File: src/rtl/emu_ckpt_ctrl.sv
// Checkpoint sequencer for the emulated DUT scan ports: halts the DUT, then streams
// the FF chain followed by the RAM chain out (save) or in (restore) on valid/ready.
module emu_ckpt_ctrl #(
   parameter int FF_WORDS  = 16,
   parameter int MEM_WORDS = 64,
   parameter int RAM_LAT   = 2
) (
   input  logic        clk,
   input  logic        rst,
   input  logic        cmd_valid,
   output logic        cmd_ready,
   input  logic        cmd_dir,
   output logic        busy,
   output logic        done,
   output logic        halt,
   output logic        ff_scan,
   output logic [63:0] ff_sdi,
   input  logic [63:0] ff_sdo,
   output logic        ram_scan,
   output logic        ram_dir,
   output logic [63:0] ram_sdi,
   input  logic [63:0] ram_sdo,
   output logic        out_valid,
   input  logic        out_ready,
   output logic [63:0] out_data,
   input  logic        in_valid,
   output logic        in_ready,
   input  logic [63:0] in_data
);
   localparam int MAXW = (FF_WORDS > MEM_WORDS) ? FF_WORDS : MEM_WORDS;
   localparam int CW   = $clog2(MAXW) + 1;
   localparam int LW   = $clog2(RAM_LAT + 1) + 1;

   localparam logic [2:0] S_IDLE      = 3'd0;
   localparam logic [2:0] S_HALT_WAIT = 3'd1;
   localparam logic [2:0] S_FF        = 3'd2;
   localparam logic [2:0] S_RAM_LEAD  = 3'd3;
   localparam logic [2:0] S_RAM       = 3'd4;
   localparam logic [2:0] S_FLUSH     = 3'd5;
   localparam logic [2:0] S_GAP       = 3'd6;
   localparam logic [2:0] S_RELEASE   = 3'd7;

   logic [2:0]    state, state_n;
   logic          dir;
   logic [CW-1:0] cnt;
   logic [LW-1:0] lead_cnt;
   logic          streaming, xfer, ff_last, ram_last, lead_last;

   // A transfer is the handshake of whichever stream the latched direction selects.
   assign streaming = (state == S_FF) || (state == S_RAM);
   assign xfer      = streaming && (dir ? in_valid : out_ready);
   assign ff_last   = (cnt == CW'(FF_WORDS - 1));
   assign ram_last  = (cnt == CW'(MEM_WORDS - 1));
   assign lead_last = (lead_cnt == LW'(RAM_LAT - 1));

   always_comb begin
      state_n = state;
      case (state)
         S_IDLE:      if (cmd_valid) state_n = S_HALT_WAIT;
         S_HALT_WAIT: state_n = S_FF;
         S_FF:        if (xfer && ff_last)
                         state_n = (dir || RAM_LAT == 0) ? S_RAM : S_RAM_LEAD;
         S_RAM_LEAD:  if (lead_last) state_n = S_RAM;
         S_RAM:       if (xfer && ram_last) state_n = dir ? S_FLUSH : S_RELEASE;
         S_FLUSH:     state_n = S_GAP;
         S_GAP:       state_n = S_RELEASE;
         S_RELEASE:   state_n = S_IDLE;
         default:     state_n = S_IDLE;
      endcase
   end

   always_ff @(posedge clk) begin
      if (rst) begin
         state    <= S_IDLE;
         dir      <= 1'b0;
         cnt      <= '0;
         lead_cnt <= '0;
         halt     <= 1'b0;
      end else begin
         state <= state_n;
         // Registered off the next state so halt drops the cycle after done.
         halt  <= (state_n != S_IDLE);
         if (state == S_IDLE && cmd_valid) dir <= cmd_dir;
         if (xfer) begin
            if ((state == S_FF && ff_last) || (state == S_RAM && ram_last)) cnt <= '0;
            else                                                             cnt <= cnt + 1'b1;
         end
         if (state == S_RAM_LEAD) lead_cnt <= lead_cnt + 1'b1;
         else                     lead_cnt <= '0;
      end
   end

   assign cmd_ready = (state == S_IDLE);
   assign busy      = (state != S_IDLE);
   assign done      = (state == S_RELEASE);

   assign out_valid = !dir && streaming;
   assign in_ready  = dir && streaming;
   assign out_data  = (state == S_FF) ? ff_sdo : ram_sdo;

   // Save loops ff_sdo back into the chain so a dump leaves FF state intact.
   assign ff_scan   = (state == S_FF) && (dir ? in_valid : out_ready);
   assign ff_sdi    = dir ? in_data : ff_sdo;

   // Lead and flush cycles scan unconditionally: they prime and drain the RAM pipeline.
   assign ram_scan  = (state == S_RAM_LEAD) || (state == S_FLUSH) ||
                      ((state == S_RAM) && (dir ? in_valid : out_ready));
   assign ram_dir   = dir && ((state == S_RAM) || (state == S_FLUSH));
   assign ram_sdi   = in_data;
endmodule

File: config.mk
export PLATFORM = sky130hd
export DESIGN_NAME = emu_ckpt_ctrl
export DESIGN_NICKNAME = d
export VERILOG_FILES = /design/src/rtl/emu_ckpt_ctrl.sv
export SDC_FILE = /design/constraint.sdc
export NUM_CORES = 1
export LEC_CHECK = 0
export ABC_AREA = 1
export ABC_CLOCK_PERIOD_IN_PS = 3780
export BUFFER_PORTS_ARGS = -buffer_cell sky130_fd_sc_hd__buf_4
export CORE_AREA = 4 4 154 156
export DETAILED_ROUTE_END_ITERATION = 8
export DIE_AREA = 0 0 158 160
export GPL_TIMING_DRIVEN = 0
export SETUP_SLACK_MARGIN = 0.15
export SYNTH_ARGS = -nofsm -noshare
export SYNTH_HDL_FRONTEND = slang
export SYNTH_SLANG_ARGS = --single-unit
File: constraint.sdc
create_clock -name clk -period 3.78 [get_ports clk]
set_input_delay 0.567 -clock clk [delete_from_list [all_inputs] [get_ports clk]]
set_output_delay 0.567 -clock clk [all_outputs]
set_load 0.03 [all_outputs]
==> impl_metrics.env <==
export IMPL_final_common_cell="buf_4"
export IMPL_routed_wl_mm=20.9
export IMPL_worstPathRequired_ps=3210
export IMPL_fin_util=0.283
export IMPL_wl_per_cell_um=17.1
export IMPL_die_x_um=158
export IMPL_rows=55
export IMPL_cts_hold_buffers=0
export IMPL_grt_pass1_vias=4725
export IMPL_regToRegStartpoint="dir$_SDFFE_PP0P_"
export IMPL_core_um2=22400
export IMPL_die_area_um2=25300
export IMPL_clkTransAtPathRegs_ps=50
export IMPL_syn_avg_cell_area_um2=5.39
export IMPL_rr_endpoint="halt$_SDFF_PP0_"
export IMPL_rsz0062_at_grt="false"
export IMPL_root_buffer="clkbuf_16"
export IMPL_crit_end="ff_sdi[53]"
export IMPL_cp_arrival_ps=2470
export IMPL_yosysWarnings=0
export IMPL_hold_viol_final=0
export IMPL_synth_seq_cells=15
export IMPL_cts_buffers=3
export IMPL_skew_ps=6.19
export IMPL_die_h_um=160
export IMPL_critPathLaunchType="flip-flop"
export IMPL_p_leak_nw=3.58
export IMPL_slew_headroom=0.452
export IMPL_setup_violations=0
export IMPL_finalNonFillerCells=1227
export IMPL_clkPwrFrac=0.117
export IMPL_fin_crit_ps=3040
export IMPL_drtIter0Drc=258
export IMPL_power_share_switching=0.531
export IMPL_clkLatencyLatePin_ps=250
export IMPL_path_class="flip-flop to output pin"
export IMPL_hold_path_class="flip-flop to flip-flop"
export IMPL_outcome="finished, final reports clean"
export IMPL_dp_cells=1222
export IMPL_power_switching_mw=0.955
export IMPL_end_kind="output pin"
export IMPL_finalCritPeriodShare=0.803
export IMPL_grt_max_degree=11
export IMPL_antenna_found_initial=2
export IMPL_grt_overflow=0
export IMPL_ff2ff_path_depth=7
export IMPL_synth_edf_count=0
export IMPL_async_flop_share=0
export IMPL_layout_drive_gt1_share=0.535
export IMPL_clk_path_buf_depth=2
export IMPL_drtAntennaViolNets=0
export IMPL_combinationalPowerShare=0.788
export IMPL_syn_cell_area_um2=2900
export IMPL_tns_ps=0
export IMPL_hpwl_mm=18.1
export IMPL_syn_nets=740
export IMPL_firstDrtPassIters=4
export IMPL_gp_congestion=0.896
export IMPL_worstPathMaxFanout=10
export IMPL_ir_drop_v=0.000192
export IMPL_cts_setup_buffers=0
export IMPL_avgViaCountPerCell=3.91
export IMPL_initial_core_util=0.130
export IMPL_synthFlopType="dfxtp_1"
export IMPL_power_density_nw_per_um2=284
export IMPL_synthToLayoutAreaGrowth_pct=118
export IMPL_crit_start="dir$_SDFFE_PP0P_"
export IMPL_grt_pass1_wl_mm=29.1
export IMPL_nets=1143
export IMPL_power_mw=1.80
export IMPL_drc=0
export IMPL_p_int_mw=0.843
export IMPL_cts_tree="built"
export IMPL_post_cts_resized=0
export IMPL_slew_viol_final=0
export IMPL_grt_usage=0.149
export IMPL_final_cell_mix="buf_4, nand2_1, o21ai_0"
export IMPL_cts_sinks=15
export IMPL_synth_distinct_cells=33
export IMPL_yosysSeqAreaShare=0.103
export IMPL_max_freq_mhz=329
export IMPL_htreeDepth=1
export IMPL_fill_cells=2570
export IMPL_rrSetupSlack_ps=2120
export IMPL_cap_violations=0
export IMPL_io_pin_count=399
export IMPL_seqPwrFrac=0.095
export IMPL_vias=4798
export IMPL_synth_cells=539
export IMPL_worstMarginPinSlew_ps=822
export IMPL_port_buffer_count=398
## synth_stat cells, types with 2 or more instances
library cell  number  area, um2
a21oi_1            7       35.0
ha_1               3       37.5
nand3_1            6       30.0
buf_4             64        480
nor3_1             2       10.0
nand3_4            2       35.0
xor2_1             2       17.5
o21ai_0          132        661
nor2_2             3       18.8
dfxtp_1           15        300
nor3_2             2       20.0
inv_2              2       7.51
inv_1             81        304
nand2_2            2       12.5
clkbuf_1          10       37.5
nand4_1            2       12.5
buf_2             19       95.1
nand2_1          150        563
nor2_1            21       78.8
## worst max-delay path, stage by stage, from the launching register on
cell and delay (ps):
dfxtp_1 300, buf_2 280, buf_2 360, buf_2 430
buf_2 320, nand2_1 70, o21ai_0 200, buf_4 250
## registers in the layout, summed over array words and instances (netlist names)
signal and count:
halt 1, lead_cnt 3, state 3, dir 1
cnt 7
## routing by layer
layer,GRT usage,vias to the layer above,part of all wire
met5,0,-,0.00062
met4,0.0229,2,0.015
met3,0.0268,19,0.080
met2,0.263,200,0.49
met1,0.193,2153,0.42
li1,-,2424,-
## through the flow
step	setup WS, ps	cell area [um2]	hold WS [ps]
final	743	6330	452
after global routing	592	6330	481
after CTS	669	6330	455
after detailed placement	945	6250	444
after global placement	925	6250	434
after floorplan	1660	2900	421
## final cells by class
| class | count | area (um2) | share of cell area |
|---|---|---|---|
| repair buffers | 398 | 2990 | 0.472 |
| multi-input cells | 346 | 1660 | 0.262 |
| plain buffers | 94 | 624 | 0.0987 |
| well taps | 285 | 357 | 0.0563 |
| inverters | 84 | 320 | 0.0506 |
| flip-flops and latches | 15 | 300 | 0.0474 |
| clock buffers | 4 | 78.8 | 0.0125 |
| diodes | 1 | 2.50 | 0.000395 |
## worst min-delay path by stage
stage	from	endpoint	slack, ps	depth (start not counted)
floorplan	lead_cnt[0]$_SDFF_PP0_	lead_cnt[0]$_SDFF_PP0_	420	1
global placement	lead_cnt[0]$_SDFF_PP0_	lead_cnt[0]$_SDFF_PP0_	430	1
finish	lead_cnt[0]$_SDFF_PP0_	lead_cnt[0]$_SDFF_PP0_	450	1
global route	lead_cnt[0]$_SDFF_PP0_	lead_cnt[0]$_SDFF_PP0_	480	1
detailed placement	lead_cnt[0]$_SDFF_PP0_	lead_cnt[0]$_SDFF_PP0_	440	1
CTS	lead_cnt[0]$_SDFF_PP0_	lead_cnt[0]$_SDFF_PP0_	460	1
## power by group through the flow
stage	logic (mW)	clock network (mW)	registers (mW)
2_1_floorplan	0.763	0	0.177
3_3_place_gp	1.43	0	0.173
3_5_place_dp	1.43	0	0.173
4_1_cts	1.43	0.215	0.170
5_1_grt	1.51	0.220	0.170
6_report	1.42	0.211	0.170
## logic make-up (layout without fill, tap and decap cells)
family                   Yosys count  in the layout  synth area share
adder cells (fa/ha/maj)            3              3            0.0129
other                              0              1                 0
flip-flops                        15             15             0.103
AO/OA/AOI/OAI                    145            145             0.258
XOR/XNOR                           3              3           0.00905
buffers and inverters            178            580             0.325
AND/OR/NAND/NOR                  195            195             0.291
(Power assumes the default switching activity.)
